--- src/rtl/char_position_ctrl.sv ---
// rtl/char_position_ctrl.sv - player position / attack controller driven by per-frame move ticks
//
// Ports:
//   clock            sole clock, all state on rising edge
//   reset            asynchronous active-low reset
//   move_tick        one-cycle pulse per game frame requesting an action
//   dir_in[2:0]      requested action (NO_ACTION/ATTACK/UP/DOWN/LEFT/RIGHT)
//   map_collision    player/map collision flag for the probed step
//   enemy_collision  player/enemy overlap flag
//   char_x[8:0]      player x
//   char_y[7:0]      player y
//   direction_char   direction presented to the collision detector
//   facing_char      last movement direction
//   collision_enable high while the collision detector is being probed (CHECK)
//   attacking        high while an attack is in progress
//   hit_pulse        one-cycle pulse when the player touched the enemy while not attacking
//   busy             high whenever the controller is not idle
module char_position_ctrl #(
  parameter logic [8:0]  START_X       = 9'd152,
  parameter logic [7:0]  START_Y       = 8'd112,
  parameter logic [8:0]  MAX_X         = 9'd303,
  parameter logic [7:0]  MAX_Y         = 8'd223,
  parameter int unsigned SETTLE_CYCLES = 2,
  parameter logic [7:0]  ATTACK_CYCLES = 8'd20
) (
  input  logic       clock,
  input  logic       reset,
  input  logic       move_tick,
  input  logic [2:0] dir_in,
  input  logic       map_collision,
  input  logic       enemy_collision,
  output logic [8:0] char_x,
  output logic [7:0] char_y,
  output logic [2:0] direction_char,
  output logic [2:0] facing_char,
  output logic       collision_enable,
  output logic       attacking,
  output logic       hit_pulse,
  output logic       busy
);

  localparam logic [2:0] DIR_NONE   = 3'b000;
  localparam logic [2:0] DIR_ATTACK = 3'b001;
  localparam logic [2:0] DIR_UP     = 3'b010;
  localparam logic [2:0] DIR_DOWN   = 3'b011;
  localparam logic [2:0] DIR_LEFT   = 3'b100;
  localparam logic [2:0] DIR_RIGHT  = 3'b101;

  localparam logic [2:0] SETTLE_LAST = 3'(SETTLE_CYCLES);

  typedef enum logic [1:0] {
    ST_IDLE   = 2'd0,
    ST_CHECK  = 2'd1,
    ST_MOVE   = 2'd2,
    ST_ATTACK = 2'd3
  } state_t;

  state_t     state, state_n;
  logic [2:0] settle_cnt, settle_cnt_n;
  logic [7:0] attack_cnt, attack_cnt_n;
  logic       map_flag, map_flag_n;
  logic       enemy_flag, enemy_flag_n;
  logic [8:0] char_x_n;
  logic [7:0] char_y_n;
  logic [2:0] direction_n;
  logic [2:0] facing_n;

  always_ff @(posedge clock or negedge reset) begin
    if (!reset) begin
      state          <= ST_IDLE;
      settle_cnt     <= 3'd0;
      attack_cnt     <= 8'd0;
      map_flag       <= 1'b0;
      enemy_flag     <= 1'b0;
      char_x         <= START_X;
      char_y         <= START_Y;
      direction_char <= DIR_NONE;
      facing_char    <= DIR_DOWN;
    end else begin
      state          <= state_n;
      settle_cnt     <= settle_cnt_n;
      attack_cnt     <= attack_cnt_n;
      map_flag       <= map_flag_n;
      enemy_flag     <= enemy_flag_n;
      char_x         <= char_x_n;
      char_y         <= char_y_n;
      direction_char <= direction_n;
      facing_char    <= facing_n;
    end
  end

  always_comb begin
    state_n      = state;
    settle_cnt_n = settle_cnt;
    attack_cnt_n = attack_cnt;
    map_flag_n   = map_flag;
    enemy_flag_n = enemy_flag;
    char_x_n     = char_x;
    char_y_n     = char_y;
    direction_n  = direction_char;
    facing_n     = facing_char;

    case (state)
      ST_IDLE: begin
        if (move_tick) begin
          case (dir_in)
            DIR_UP, DIR_DOWN, DIR_LEFT, DIR_RIGHT: begin
              direction_n  = dir_in;
              settle_cnt_n = 3'd0;
              state_n      = ST_CHECK;
            end
            DIR_ATTACK: begin
              direction_n  = DIR_ATTACK;
              attack_cnt_n = ATTACK_CYCLES - 8'd1;
              state_n      = ST_ATTACK;
            end
            default: direction_n = DIR_NONE;
          endcase
        end
      end

      // The collision flags are only trusted once the levelmap ROM has had
      // SETTLE_CYCLES extra clocks to respond to the new probe direction.
      ST_CHECK: begin
        if (settle_cnt == SETTLE_LAST) begin
          map_flag_n   = map_collision;
          enemy_flag_n = enemy_collision;
          state_n      = ST_MOVE;
        end else begin
          settle_cnt_n = settle_cnt + 3'd1;
        end
      end

      // Facing follows the request even when the step itself is blocked.
      ST_MOVE: begin
        state_n  = ST_IDLE;
        facing_n = direction_char;
        if (!map_flag) begin
          case (direction_char)
            DIR_UP:    if (char_y != 8'd0) char_y_n = char_y - 8'd1;
            DIR_DOWN:  if (char_y < MAX_Y) char_y_n = char_y + 8'd1;
            DIR_LEFT:  if (char_x != 9'd0) char_x_n = char_x - 9'd1;
            DIR_RIGHT: if (char_x < MAX_X) char_x_n = char_x + 9'd1;
            default: ;
          endcase
        end
      end

      ST_ATTACK: begin
        if (attack_cnt == 8'd0) begin
          state_n = ST_IDLE;
        end else begin
          attack_cnt_n = attack_cnt - 8'd1;
        end
      end

      default: state_n = ST_IDLE;
    endcase
  end

  assign collision_enable = (state == ST_CHECK);
  assign attacking        = (state == ST_ATTACK);
  assign hit_pulse        = (state == ST_MOVE) && enemy_flag;
  assign busy             = (state != ST_IDLE);

endmodule

--- config.mk ---
export PLATFORM = sky130hd
export DESIGN_NAME = char_position_ctrl
export DESIGN_NICKNAME = d
export VERILOG_FILES = /design/src/rtl/char_position_ctrl.sv
export SDC_FILE = /design/constraint.sdc
export NUM_CORES = 1
export LEC_CHECK = 0
export CORE_MARGIN = 1
export CORE_UTILIZATION = 45
export CTS_BUF_LIST = sky130_fd_sc_hd__clkbuf_16
export DETAILED_ROUTE_END_ITERATION = 7
export GPL_TIMING_DRIVEN = 0
export PLACE_DENSITY_LB_ADDON = 0.3
export SYNTH_ARGS = -nofsm -noshare
export SYNTH_HDL_FRONTEND = slang
export SYNTH_SLANG_ARGS = --single-unit
--- constraint.sdc ---
create_clock -name clock -period 3.1 [get_ports clock]
set_input_delay 0.465 -clock clock [delete_from_list [all_inputs] [get_ports clock]]
set_output_delay 0.465 -clock clock [all_outputs]
set_load 0.1 [all_outputs]
==> results of run 1 <==
## final cells by class
cell class	count	area (µm²)	area share
plain buffers	2	22.5	0.00743
clock buffers	5	125	0.0413
clock inverters	3	16.3	0.00536
inverters	16	60.1	0.0198
multi-input cells	203	1430	0.470
flip-flops and latches	38	961	0.317
well taps	70	87.6	0.0289
repair buffers	34	335	0.111
## stage by stage
step	utilization	hold slack, ns	cells	worst slack [ns]
floorplan	-	0.169	259	0.194
global placement	0.556	0.475	363	0.560
detailed placement	0.556	0.488	363	0.522
CTS	0.583	0.331	371	0.362
global route	0.583	0.370	371	0.292
finish	0.583	0.296	371	0.375
## critical path, stage by stage, from the launching register on
cell and delay (ns):
dfrtp_1 0.44, or2b_1 0.31, nor2_1 0.10, clkdlybuf4s50_1 1.13
## routing by layer
metal	vias up	routed length, µm	share of wire
li1	1025	-	-
met1	986	2440	0.46
met2	56	2520	0.48
met3	4	277	0.052
met4	0	56	0.011
met5	-	0	0
## flip-flops by register name (all words and copies together), names as in the netlist
register	flops
char_x	9
attack_cnt	8
char_y	8
direction_char	3
facing_char	3
settle_cnt	3
state	2
enemy_flag	1
map_flag	1
## final timing paths
kind	start	end	cells after the start
worst max-delay path	state[0]	hit_pulse	3
worst min-delay path	reset	char_y[2]	1
worst max register to register	direction_char[0]	char_x[8]	8
worst min register to register	attack_cnt[6]	attack_cnt[6]	1
max in group asynchronous	reset	attack_cnt[6]	1
min in group clock	attack_cnt[6]	attack_cnt[6]	1
## cells by family after synthesis
| logic type | count (synthesis) | synth area share |
|---|---|---|
| fa+ha+maj | 19 | 0.102 |
| buf+inv | 18 | 0.0335 |
| xor+xnor | 12 | 0.0456 |
| flops | 38 | 0.389 |
| simple gates | 86 | 0.172 |
| compound gates | 79 | 0.226 |
| mux | 7 | 0.0314 |
## layout by cell type (no fill, tap or decap), types with 2 or more instances in the layout
| master | instances |
|---|---|
| o211ai_1 | 3 |
| dfstp_2 | 8 |
| o31a_1 | 2 |
| buf_6 | 2 |
| nand4_1 | 2 |
| nor3_1 | 6 |
| inv_1 | 16 |
| a21o_1 | 2 |
| o21ai_2 | 3 |
| xor2_1 | 7 |
| mux2_1 | 2 |
| clkbuf_16 | 5 |
| dfrtp_1 | 30 |
| nand2_1 | 31 |
| nor4_1 | 3 |
| o21a_1 | 5 |
| mux2_2 | 4 |
| fa_1 | 2 |
| a211oi_1 | 4 |
| nor2_1 | 18 |
| a21oi_1 | 9 |
| o21ai_1 | 8 |
| a31oi_1 | 3 |
| and3_1 | 2 |
| nand2b_1 | 9 |
| clkdlybuf4s50_1 | 33 |
| nand3_1 | 4 |
| nand3b_1 | 2 |
| ha_1 | 17 |
| xnor2_1 | 4 |
| o31ai_1 | 4 |
| o21bai_1 | 2 |
| nor2b_1 | 2 |
| o21ai_0 | 19 |
==> metrics.txt, run 1 <==
num ports 35; cells after synthesis 259; synth warn 0; post-synthesis sequential area ratio 0.389; H-Tree Depth 2; Num Clock Sinks 38; Yosys top cell by area dfrtp_1; Synth async-reset ratio 1.00; Slew Limit Fails 0; max_slew headroom 0.340; Yosys reg bits 38; Area contributors post-synth dfrtp_1 30%, ha_1 8.6%, dfstp_2 8.5%, nand2_1 4.7%, o21ai_0 3.9%; initial DRC count 109; Max clock buf depth 2; arrival time at the worst endpoint 2.26 ns; synthesized area per cell 9.53 µm²; Row Count 26; Setup CP Type flip-flop to primary output; Post-synth top cells 31 x nand2_1, 30 x dfrtp_1, 19 x o21ai_0, 18 x nor2_1, 17 x ha_1; first-pass GRT wire length 9.10 mm; Root Buffer clkbuf_16; DP Wirelength 3.74 mm; fin area 0.00303 mm²; number of nets with antenna violations after routing 0; Max-Cap Viols 0; post-cts resize count 0; M3 GR Usage 0.0395; ys flop type dfrtp_1; Yosys top cell area share 0.304; clock-pin slew on the worst setup and hold paths 0.06 ns; DR vias 2,071; Detailed Routing Iterations Pass 1 4; CP Launch Type flip-flop; Wirelength per Cell 14.3 µm; postcts setup bufs 0; die width 76.1 µm; post-layout min period 2.73 ns; Reg2Reg Setup Slack 0.44 ns; GR peak layer met2; TritonCTS Buffers 5; Net Count, Synth 286; fin crit share 0.879; Overflow after GRT 0; Post-synth EDFFs 0; DRC Markers 0; Worst Path Max Fanout 6; initial antenna violation count 0; RSZ-0062 raised after global routing no; Worst Hold Class input port to async pin; # port buffers 34; die area 0.00579 mm²; GRT Total Usage 0.196; vias in the first global route 1,942; synthesized area 0.00247 mm²; fillers 470; worst-margin pin slew 0.987 ns; largest net degree at the start of global routing 39; CTS tree yes; ANT cells 0; layout cells sized above 1 0.113; Initial Utilization 0.474; Setup TNS 0 ns; Nets 327; synth unique cells 56; Area growth syn-to-layout 22.9%; Final Hold Fails 0; RePlAce Congestion 0.840; M2 GR Usage 0.324; Post-DP Area 0.00289 mm²; Clock Latency Late Sink 0.28 ns; count leader, synth nand2_1; Final Setup Violations 0; outcome complete, no violations; Post-CTS Hold Buffers 0; via/cell ratio 5.58; CP required 2.63 ns; die height 76.1 µm; FMAX 367 MHz; Setup crit end kind primary output; clock skew 0.00381 ns; GR Layer Usage met1 0.254; Core ar. 0.00520 mm²; total wire length 5.29 mm
Power of run 1 is left out: the tool's default activity adds up to more than one toggle a clock period on the data nets, which glitch-free logic cannot reach.
==> run 2, diff against run 1 <==
==> constraint.sdc (replaced) <==
create_clock -name clock -period 2.9 [get_ports clock]
set_input_delay 0.435 -clock clock [delete_from_list [all_inputs] [get_ports clock]]
set_output_delay 0.435 -clock clock [all_outputs]
set_load 0.1 [all_outputs]
==> metrics.txt, run 2 (synthesis gave the netlist of run 1 again) <==
outcome complete, no violations; Critical Path End hit_pulse; total wire length 5.19 mm; H-Tree Depth 2; Setup TNS 0 ns; post-cts resize count 0; Row Count 26; Post-CTS Hold Buffers 0; max reg flops 9; fin crit share 0.939; layout cells sized above 1 0.116; CP Launch Type flip-flop; reg2reg start direction_char[1]; Wirelength per Cell 14.0 µm; Clock Latency Late Sink 0.28 ns; Num Clock Sinks 38; Core ar. 0.00520 mm²; post-layout min period 2.72 ns; Initial Utilization 0.474; Max clock buf depth 2; Reg2Reg Capture Point char_x[8]; Overflow after GRT 0; die width 76.1 µm; worst-margin pin slew 0.980 ns; num ports 35; Multi-input gate area 0.00143 mm²; setup ws final 0.176 ns; Largest regs char_x (9), attack_cnt (8), char_y (8); max_slew headroom 0.345; Finished Layout Cells 371; largest net degree at the start of global routing 39; first-pass GRT wire length 8.80 mm; fillers 463; CP required 2.47 ns; # port buffers 34; initial DRC count 84; Final Setup Violations 0; pre-CTS setup slack 0.332 ns; die area 0.00579 mm²; Max-Cap Viols 0; number of nets with antenna violations after routing 0; ANT cells 0; DP Wirelength 3.69 mm; Final Hold Fails 0; RSZ-0062 raised after global routing no; Worst Hold Class input port to async pin; Inst Count DP 363; TritonCTS Buffers 5; Area growth syn-to-layout 22.9%; vias in the first global route 1,878; GRT Total Usage 0.191; die height 76.1 µm; DR vias 2,009; RePlAce Congestion 0.852; Worst Path Max Fanout 6; Root Buffer clkbuf_16; Slew Limit Fails 0; Reg with most FFs char_x; Reg2Reg Depth 8; Setup crit end kind primary output; CP startpoint state[0]; postcts setup bufs 0; Reg2Reg Setup Slack 0.29 ns; initial antenna violation count 0; arrival time at the worst endpoint 2.29 ns; Detailed Routing Iterations Pass 1 4; via/cell ratio 5.42; FMAX 367 MHz; most common cell after layout, fill and taps aside clkdlybuf4s50_1; Nets 327; Setup CP Type flip-flop to primary output; clock-pin slew on the worst setup and hold paths 0.06 ns; clock skew 0.00407 ns; most frequent cells in the layout 33 x clkdlybuf4s50_1, 31 x nand2_1, 29 x dfrtp_1; DRC Markers 0; CTS tree yes; Seq. cell area 962 µm²
==> run 2: cell counts in the layout (fill, tap and decap cells not counted) <==
Identical to the previous run, type by type.
==> run 2: how the worst min path moves through the flow <==
stage	startpoint	end	slack (ns)	depth (start not counted)
after floorplan	reset	attack_cnt[0]	0.14	0
after global placement	attack_cnt[6]	attack_cnt[6]	0.47	1
after detailed placement	attack_cnt[7]	attack_cnt[7]	0.48	1
after CTS	reset	char_x[1]	0.30	1
after global routing	reset	attack_cnt[6]	0.34	1
final	reset	char_y[3]	0.27	1
==> run 2: area by class of cell <==
cell class | count | area share
buffer | 2 | 0.00742
clock inverter | 3 | 0.00536
multi-input combinational | 203 | 0.470
inverter | 16 | 0.0198
sequential | 38 | 0.317
clock buffer | 5 | 0.0412
timing repair buffer | 34 | 0.111
tap | 70 | 0.0289
==> run 2: worst max-delay path, stage by stage, from the launching register on <==
cell and delay [ns]:
dfrtp_1 0.44, or2b_1 0.32, nor2_1 0.11, clkdlybuf4s50_1 1.13
==> run 2: routing by layer <==
metal | up-vias | global-route usage | wire (µm)
met5 | - | 0 | 0
met4 | 0 | 0.0808 | 71
met3 | 6 | 0.0371 | 163
met2 | 28 | 0.301 | 2360
met1 | 950 | 0.258 | 2600
li1 | 1025 | - | -
==> run 2: metrics by stage <==
stage               hold slack, ns   util  cell area, µm²
floorplan                    0.139      -            2470
global placement             0.474  0.557            2900
detailed placement           0.481  0.556            2890
CTS                          0.299  0.583            3030
global route                 0.341  0.583            3030
finish                       0.272  0.583            3030
Power of run 2 is left out for the same reason.
==> run 3, diff against run 2 <==
--- a/config.mk
+++ b/config.mk
@@ -5,6 +5,7 @@
 export SDC_FILE = /design/constraint.sdc
 export NUM_CORES = 1
 export LEC_CHECK = 0
+export ABC_AREA = 1
 export CORE_MARGIN = 1
 export CORE_UTILIZATION = 45
 export CTS_BUF_LIST = sky130_fd_sc_hd__clkbuf_16
==> metrics.txt, run 3 <==
outcome complete, no violations; total wire length 5.85 mm; initial DRC count 96; initial antenna violation count 0; Row Count 28; Setup CP Type flip-flop to primary output; via/cell ratio 4.88; H-Tree Depth 2; Max clock buf depth 2; die height 80.4 µm; most frequent cells in the layout 152 x nand2_1, 57 x inv_1, 33 x clkdlybuf4s50_1; post-cts resize count 0; Setup crit end kind primary output; RePlAce Congestion 0.836; max_slew headroom 0.350; pre-CTS setup slack 0.550 ns; Worst Path Max Fanout 7; Wirelength per Cell 11.3 µm; DR vias 2,520; delay-heaviest family, CP buffers and inverters; vias in the first global route 2,304; Worst Hold Class input port to async pin; die width 80.4 µm; Yosys top cell area share 0.272; Max-Cap Viols 0; Max rail drop VDD 0.000294 V; Finished Layout Cells 516; Num Clock Sinks 38; Largest regs char_x (9), attack_cnt (8), char_y (8); die area 0.00646 mm²; Leak Pwr 0.00177 µW; Area growth syn-to-layout 21.4%; GRT Total Usage 0.204; synth warn 0; cells after synthesis 399; Setup TNS 0 ns; layout cells sized above 1 0.0952; fin crit share 0.914; RSZ-0062 raised after global routing no; Clock Latency Late Sink 0.29 ns; synthesized area per cell 6.93 µm²; Yosys reg bits 38; crit path buf inv count 3; arrival time at the worst endpoint 2.22 ns; Slowest-stage cell, CP clkdlybuf4s50_1; Detailed Routing Iterations Pass 1 4; most common cell after layout, fill and taps aside nand2_1; Overflow after GRT 0; Post-synth EDFFs 0; count leader, synth nand2_1; CP startpoint state[1]; setup ws final 0.248 ns; Nets 467; FMAX 377 MHz; Total Power 1260 µW; number of nets with antenna violations after routing 0; max reg flops 9; Net Count, Synth 426; Inst Count DP 508; synth unique cells 29; worst-margin pin slew 0.972 ns; Synth async-reset ratio 1.00; # port buffers 34; num ports 35; Worst path depth 5; Reg with most FFs char_x; Post-synth top cells 152 x nand2_1, 56 x inv_1, 32 x nor2_1, 30 x dfrtp_1, 28 x nand3_1; clock skew 0.00874 ns; Cell Chain, Critical Path inv_2 -> nor2_2 -> inv_1 -> nor2_1 -> clkdlybuf4s50_1; DP Wirelength 4.31 mm; TritonCTS Buffers 5; ANT cells 0; synthesized area 0.00276 mm²; first-pass GRT wire length 10.2 mm; ys flop type dfrtp_1; Initial Utilization 0.467; postcts setup bufs 0; post-synthesis sequential area ratio 0.348; post-layout min period 2.65 ns; CTS tree yes; Core ar. 0.00592 mm²; Slew Limit Fails 0; reg2reg start direction_char[2]; DRC Markers 0; Area contributors post-synth dfrtp_1 27%, nand2_1 21%, ha_1 7.7%, dfstp_2 7.6%, inv_1 7.6%; Yosys top cell by area dfrtp_1; CP Launch Type flip-flop; Final Setup Violations 0; largest net degree at the start of global routing 39; max incr delay on CP 1.13 ns; Reg2Reg Depth 11; CP required 2.47 ns; clock-pin slew on the worst setup and hold paths 0.06 ns; Final Hold Fails 0; Power Dens Cells 375 mW/mm²; Post-CTS Hold Buffers 0; Root Buffer clkbuf_16
-- run 3: cell count changes in the layout (fill, tap and decap cells not counted), moves of 8 or more --
cell,delta
nor2_1,+14
nand2_1,+121
inv_1,+41
nand3_1,+24
nand2b_1,-9
o21ai_0,-8
-- run 3: final timing paths --
path,endpoint,slack (ns)
worst max-delay path,hit_pulse,0.25
worst min-delay path,attack_cnt[1],0.25
worst max register to register,char_y[7],0.73
worst min register to register,facing_char[0],0.50
max in group asynchronous,char_x[2],2.12
min in group clock,facing_char[0],0.50
-- run 3: routing by layer --
| layer | global-route usage | vias up | share of wire | wire [µm] |
|---|---|---|---|---|
| met5 | 0 | - | 0 | 0 |
| met4 | 0.0786 | 0 | 0.016 | 92 |
| met3 | 0.0307 | 10 | 0.020 | 117 |
| met2 | 0.359 | 34 | 0.50 | 2900 |
| met1 | 0.247 | 1145 | 0.47 | 2740 |
| li1 | - | 1331 | - | - |
-- run 3: area by class of cell --
cell class	instances	area, µm²
fillers	561	2560
inverters	61	229
clock inverters	3	37.5
flip-flops and latches	38	961
well taps	75	93.8
plain buffers	1	20.0
repair buffers	34	335
multi-input cells	299	1550
clock buffers	5	125
-- run 3: per-stage QoR --
step	hold WS, ns	cell area [µm²]	util
after floorplan	0.139	2760	-
after detailed placement	0.489	3190	0.539
after CTS	0.291	3360	0.567
final	0.250	3360	0.567
after global placement	0.473	3200	0.540
after global routing	0.336	3360	0.567
-- run 3: cell families after synthesis --
| group | after synthesis | synth area share |
|---|---|---|
| AOI/OAI and AO/OA | 36 | 0.0788 |
| DFF | 38 | 0.348 |
| buffers and inverters | 62 | 0.0901 |
| and+or+nand+nor | 236 | 0.367 |
| xor gates and xnor gates | 8 | 0.0254 |
| adders and majority gates | 19 | 0.0914 |
-- run 3: power breakdown --
| group | switching, µW | internal (µW) | leakage, µW |
|---|---|---|---|
| combinational | 74.2 | 33.3 | 0.00124 |
| sequential | 5.05 | 535 | 0.000448 |
| clock | 211 | 400 | 0.0000826 |
| total | 291 | 968 | 0.00177 |
Note: power is estimated with default switching activity, not from simulation.
